[src/rtl/jzjpcc_mmio_input_conditioner.sv]
// MMIO input conditioner: synchronise, word-debounce and publish
// a raw external input word with change pulse, rise flags and count.
module jzjpcc_mmio_input_conditioner #(
  parameter int WIDTH           = 32,
  parameter int SYNC_STAGES     = 2,
  parameter int DEBOUNCE_CYCLES = 1000,
  parameter int COUNT_WIDTH     = 16
) (
  input  logic                   clock,
  input  logic                   reset,
  input  logic [WIDTH-1:0]       rawIn,
  input  logic [WIDTH-1:0]       clearFlags,
  output logic [WIDTH-1:0]       stableValue,
  output logic                   changePulse,
  output logic [WIDTH-1:0]       risingFlags,
  output logic [COUNT_WIDTH-1:0] changeCount
);

  localparam int CNT_W = $clog2(DEBOUNCE_CYCLES + 1);
  localparam logic [CNT_W-1:0] CNT_LAST = CNT_W'(DEBOUNCE_CYCLES - 1);
  localparam logic [CNT_W-1:0] CNT_DONE = CNT_W'(DEBOUNCE_CYCLES);

  logic [WIDTH-1:0]       sync_q [SYNC_STAGES];
  logic [WIDTH-1:0]       sync_out;

  logic [WIDTH-1:0]       cand_q,   cand_d;
  logic [CNT_W-1:0]       cnt_q,    cnt_d;
  logic [WIDTH-1:0]       stable_q, stable_d;
  logic                   pulse_q,  pulse_d;
  logic [WIDTH-1:0]       flags_q,  flags_d;
  logic [COUNT_WIDTH-1:0] count_q,  count_d;

  logic                   accept;
  logic                   changed;
  logic [WIDTH-1:0]       rise;

  assign sync_out = sync_q[SYNC_STAGES-1];

  // Shift the raw word through the synchroniser chain.
  always_ff @(posedge clock or posedge reset) begin
    if (reset) begin
      for (int k = 0; k < SYNC_STAGES; k++) begin
        sync_q[k] <= '0;
      end
    end else begin
      sync_q[0] <= rawIn;
      for (int k = 1; k < SYNC_STAGES; k++) begin
        sync_q[k] <= sync_q[k-1];
      end
    end
  end

  // Word-level debounce: any bit change restarts the timer;
  // the counter parks at CNT_DONE once the candidate is accepted.
  always_comb begin
    cand_d = cand_q;
    cnt_d  = cnt_q;
    accept = 1'b0;
    if (sync_out != cand_q) begin
      cand_d = sync_out;
      cnt_d  = '0;
    end else if (cnt_q == CNT_LAST) begin
      accept = 1'b1;
      cnt_d  = CNT_DONE;
    end else if (cnt_q < CNT_LAST) begin
      cnt_d = cnt_q + CNT_W'(1);
    end
  end

  // Derive published state; an identical rewrite is invisible.
  always_comb begin
    changed  = accept && (cand_q != stable_q);
    rise     = changed ? (cand_q & ~stable_q) : '0;
    stable_d = accept ? cand_q : stable_q;
    pulse_d  = changed;
    flags_d  = (flags_q & ~clearFlags) | rise;
    count_d  = count_q + COUNT_WIDTH'(changed);
  end

  // Register debounce and output state.
  always_ff @(posedge clock or posedge reset) begin
    if (reset) begin
      cand_q   <= '0;
      cnt_q    <= '0;
      stable_q <= '0;
      pulse_q  <= 1'b0;
      flags_q  <= '0;
      count_q  <= '0;
    end else begin
      cand_q   <= cand_d;
      cnt_q    <= cnt_d;
      stable_q <= stable_d;
      pulse_q  <= pulse_d;
      flags_q  <= flags_d;
      count_q  <= count_d;
    end
  end

  assign stableValue = stable_q;
  assign changePulse = pulse_q;
  assign risingFlags = flags_q;
  assign changeCount = count_q;

endmodule

[config.mk]
export PLATFORM = sky130hd
export DESIGN_NAME = jzjpcc_mmio_input_conditioner
export DESIGN_NICKNAME = d
export VERILOG_FILES = /design/src/rtl/jzjpcc_mmio_input_conditioner.sv
export SDC_FILE = /design/constraint.sdc
export NUM_CORES = 1
export LEC_CHECK = 0
export CORE_UTILIZATION = 40
export DETAILED_ROUTE_END_ITERATION = 8
export SLEW_MARGIN = 5
export SYNTH_ARGS = -nofsm -noshare
export SYNTH_HDL_FRONTEND = slang
export SYNTH_SLANG_ARGS = --single-unit
[constraint.sdc]
create_clock -name clock -period 9.7 [get_ports clock]
set_input_delay 1.455 -clock clock [delete_from_list [all_inputs] [get_ports clock]]
set_output_delay 1.455 -clock clock [all_outputs]
set_load 0.05 [all_outputs]
## Yosys cells after proc, flatten, opt, wreduce, memory -nomap -nowiden

Cells that the tools add are included.

- Flip-flop bits (word level): 187
- Input bits: 66

- $add $sub $neg: 2
- Order comparisons: 1
- Equal/unequal tests: 3
- Muxes and demuxes: 6
- Bitwise logic cells: 5
- Reduce and logical (&&, ||, !) cells: 2

Operators with widths:

| kind | number |
|---|---|
| $and A32 B32 Y32 | 2 |
| $ne A32 B32 Y1 | 2 |
| $not A32 Y32 | 2 |
| $mux W32 | 1 |
| $or A32 B32 Y32 | 1 |
| $mux W10 | 3 |
| $add A16 B1 Y16 | 1 |
| $add A10 B1 Y10 const B | 1 |
| $eq A10 B10 Y1 const B | 1 |
| $lt A10 B10 Y1 const B | 1 |
| $reduce_bool A3 Y1 | 1 |
| $mux W1 | 2 |
| $logic_and A1 B1 Y1 | 1 |

## Longest topological paths before layout

- Depth in word-level cells: 6
- Mapped depth: 13
- Mapped depth without buffers: 12

## Worst setup path after synthesis

OpenSTA, ideal clock, no wires.

- Path type: register -> register
- Start point: register stable_q[2] (netlist: stableValue[2])
- End point: register count_q[12] (netlist: changeCount[12])
- Arrival time: 2,667 ps
- Setup slack: 6,891 ps
- Stages on the path, launching flop included: 14
- Path buffers: 1
- Cell sequence: dfrtp_1 > inv_1 > ha_1 > nand4_1 > nor4_1 > nand2_1 > clkbuf_1 > and2_1 > ha_1 > ha_1 > nand4_1 > nor2_1 > nand2_1 > xnor2_1

- Longest elaborated chain between the ends: 3

RTL lines:

| element | RTL line | RTL |
|---|---|---|
| from (decl) | 28 | `logic [WIDTH-1:0] stable_q, stable_d;` |
| from (signal assigned) | 92 | `stable_q <= stable_d;` |
| $ne A32 B32 Y1 | 72 | `changed = accept && (cand_q != stable_q);` |
| $logic_and A1 B1 Y1 | 72 |  |
| net changed | 34 | `logic changed;` |
| $add A16 B1 Y16 | 77 | `count_d = count_q + COUNT_WIDTH'(changed);` |
| net count_d[12] | 31 | `logic [COUNT_WIDTH-1:0] count_q, count_d;` |
| to (signal assigned) | 95 | `count_q <= count_d;` |
| to (decl) | 31 |  |

The timed path passes the listed nets, and every way through them passes these cells.
A chain may end at the register's enable or synchronous reset.

## Final worst setup path

- Start point: register count_q[2] (netlist: changeCount[2])
- End point: output port changeCount[2]

RTL lines:

| element | RTL line | RTL |
|---|---|---|
| to (decl) | 16 | `output logic [COUNT_WIDTH-1:0] changeCount` |

No word-level cell between the ends.

==> load_flow_metrics.sql <==
INSERT INTO impl_metrics (metric_group, metric, value, unit) VALUES
('grt', 'grt_usage', '17.2', '%'),
('critical_path', 'cp_num_buf_inv', '1', ''),
('floorplanning', 'placementRows', '48', ''),
('route', 'detailedRoute.firstPassIterationCount', '5', ''),
('grt', 'grt-ovfl-total', '0', ''),
('sta', 'number_of_hold_violations_in_the_final_report', '0', ''),
('synthesis', 'synth_edf_count', '0', ''),
('critical_path', 'critPathSlowestCell', 'clkdlybuf4s50_1', ''),
('synthesis', 'synthTopCellsByArea', 'dfrtp_1 (66%), ha_1 (6.2%), xnor2_1 (5.3%)', ''),
('synthesis', 'yosysMostFrequentCell', 'dfrtp_1', ''),
('flow_run', 'maxCapViolCount', '0', ''),
('power_and_ir_drop', 'comb_power_share', '4.5', '%'),
('clock_network', 'tritoncts_buffers', '17', ''),
('synthesis', 'synth_seq_cells', '187', ''),
('critical_path', 'worst-endpoint-required', '8.25', 'ns'),
('grt', 'grt_max_degree', '106', ''),
('power_and_ir_drop', 'switching_share', '21.6', '%'),
('clock_network', 'tritoncts', 'built', ''),
('power_and_ir_drop', 'switchingPower', '0.344', 'mW'),
('status', 'status', 'finished, final reports clean', ''),
('sta', 'worst_clock_skew', '0.00750', 'ns'),
('placed_design', 'count_of_input_and_output_buffers', '146', ''),
('clock_network', 'cts.repair_timing.setup_buffer_count', '0', ''),
('power_and_ir_drop', 'cellLeakagePower', '4.14', 'nW'),
('sta', 'slew_violations', '0', ''),
('floorplanning', 'boundary_pins', '147', ''),
('synthesis', 'async_flop_share', '100', '%'),
('clock_network', 'cts_resized', '0', ''),
('power_and_ir_drop', 'p_seq_share', '51.1', '%'),
('critical_path', 'crit_chain', 'clkdlybuf4s50_1', ''),
('route', 'total_routed_wirelength', '14600', 'microns'),
('synthesis', 'netlist.top_cell.by_area', 'dfrtp_1', ''),
('floorplanning', 'start_util', '41.0', '%'),
('clock_network', 'clkLatencyLatePin', '0.43', 'ns'),
('cells_and_area', 'finalNetCount', '750', ''),
('power_and_ir_drop', 'vdd_drop_max', '0.135', 'mV'),
('sta', 'finalCritPeriodShare', '32.9', '%'),
('route', 'total_number_of_vias', '4229', ''),
('sta', 'fin_setup_tns', '0', 'ns'),
('placed_design', 'place.detailed.hpwl', '10400', 'microns'),
('min_path', 'holdCritPathClass', 'register to register', ''),
('sta', 'post-route-min-period', '3.19', 'ns'),
('route', 'wire_per_inst', '16.4', 'microns'),
('cells_and_area', 'util_after_layout', '53.6', '%'),
('synthesis', 'ys.flop_type', 'dfrtp_1', ''),
('floorplanning', 'floorplan.die_area', '0.0183', 'sq mm'),
('floorplanning', 'die_w', '135', 'microns'),
('cells_and_area', 'fraction_of_layout_instances_using_a_drive_strength_above_1', '7.55', '%'),
('synthesis', 'unique_masters_post_synth', '27', ''),
('synthesis', 'synth_seq_area_share', '65.8', '%'),
('placed_design', 'detailedPlace.worstSlack', '6.06', 'ns'),
('power_and_ir_drop', 'internal_power', '1.25', 'mW'),
('critical_path', 'crit_type', 'register to primary output', ''),
('route', 'route.detailed.vias_per_inst', '4.77', ''),
('sta', 'whs', '0.348', 'ns'),
('clock_network', 'ctsHtreeMaxLevel', '4', ''),
('sta', 'max_freq', '314', 'MHz'),
('placed_design', 'finalWeightedCongestion', '0.747', ''),
('clock_network', 'max-clock-path-buffers', '2', ''),
('floorplanning', 'placeable_core_region', '0.0174', 'sq mm'),
('grt', 'wire_length_of_the_first_global_routing_pass', '23200', 'microns'),
('cells_and_area', 'antenna_cells', '0', ''),
('synthesis', 'synth_top_area_share', '65.8', '%'),
('sta', 'max_slew.worst_pin.slew', '1.02', 'ns'),
('grt', 'grt_antenna_before_repair', '0', ''),
('critical_path', 'crit_arrival', '1.73', 'ns'),
('route', 'initialDrtViolationCount', '218', ''),
('clock_network', 'post_cts_hold_buffer_count', '0', ''),
('critical_path', 'cell_family_with_most_cp_delay', 'buffers and inverters', ''),
('route', 'remaining_drc_errors', '0', ''),
('synthesis', 'syn_area_per_cell', '13.6', 'sq um');
==> cells by family after synthesis <==
logic type      synth area share, %
xor+xnor                       6.40
compound gates                 5.15
buf+inv                        6.14
mux                            5.20
flops                          65.8
fa+ha+maj                      6.15
simple gates                   5.19
==> flip-flops by register name, indices dropped and copies added (netlist names) <==
register / cells
cand_q: 32
cnt_q: 10
changePulse: 1
changeCount: 16
stableValue: 32
risingFlags: 32
sync_q: 32
sync_out: 32
==> power groups by stage <==
stage          logic (mW)  registers, mW  clock network [mW]
3_5_place_dp       0.0736          0.829                   0
5_1_grt            0.0804          0.816               0.758
6_report           0.0718          0.814               0.706
4_1_cts            0.0746          0.814               0.722
3_3_place_gp       0.0735          0.828                   0
2_1_floorplan      0.0357          0.825                   0
==> layout by cell type, fill, tap and decap left out <==
cell type,synthesis,layout
and4_1,2,2
a22oi_1,1,1
bufinv_16,0,3
clkinvlp_4,0,1
and3b_2,0,1
clkbuf_1,36,2
mux2i_1,1,1
mux2_1,17,17
inv_1,65,64
nand2_1,12,12
mux2_2,15,15
nand3_1,10,10
and2_1,3,3
clkinv_2,0,3
a311oi_1,1,1
clkinv_4,0,3
buf_4,4,3
inv_6,0,2
a21oi_1,6,6
ha_1,35,35
a32o_1,32,32
nand4_1,20,20
xor2_1,9,9
clkbuf_16,0,17
nor4_1,4,4
and3_1,4,4
nor2_1,11,11
xnor2_1,43,43
dfrtp_1,187,187
nand3b_1,1,1
inv_8,0,2
clkdlybuf4s50_1,0,146
nor3_1,1,1
==> worst paths after layout <==
check | start | to | slack, ns | cells after the start
min in group asynchronous | reset | stableValue[26] | 1.53 | 2
min reg2reg | sync_q[46] | sync_out[14] | 0.35 | 0
max | changeCount[2] | changeCount[2] | 6.51 | 1
max in group asynchronous | reset | sync_q[39] | 6.65 | 3
min | sync_q[46] | sync_out[14] | 0.35 | 0
max reg2reg | stableValue[30] | changeCount[14] | 6.77 | 13
==> metal layers <==
| layer | routed length, microns | global-route usage, % | vias to the layer above |
|---|---|---|---|
| met2 | 6780 | 26.4 | 105 |
| met4 | 212 | 6.18 | 0 |
| met3 | 573 | 3.74 | 18 |
| met5 | 0 | 0 | - |
| li1 | - | - | 1994 |
| met1 | 7000 | 24.0 | 2112 |
==> final cells by class <==
| class | count | area [sq um] |
|---|---|---|
| clock buffer | 19 | 433 |
| clock inverter | 13 | 168 |
| fill | 1469 | 8060 |
| inverter | 65 | 251 |
| multi-input combinational | 229 | 2000 |
| sequential | 187 | 4680 |
| tap | 225 | 282 |
| timing repair buffer | 149 | 1480 |
==> stage by stage <==
stage | instances | power, mW | area [sq um]
floorplan | 524 | 0.861 | 7120
global placement | 855 | 0.902 | 8700
detailed placement | 855 | 0.903 | 8700
CTS | 887 | 1.61 | 9300
global route | 887 | 1.65 | 9300
finish | 887 | 1.59 | 9300
No activity file was read; power rests on OpenSTA's default activity.
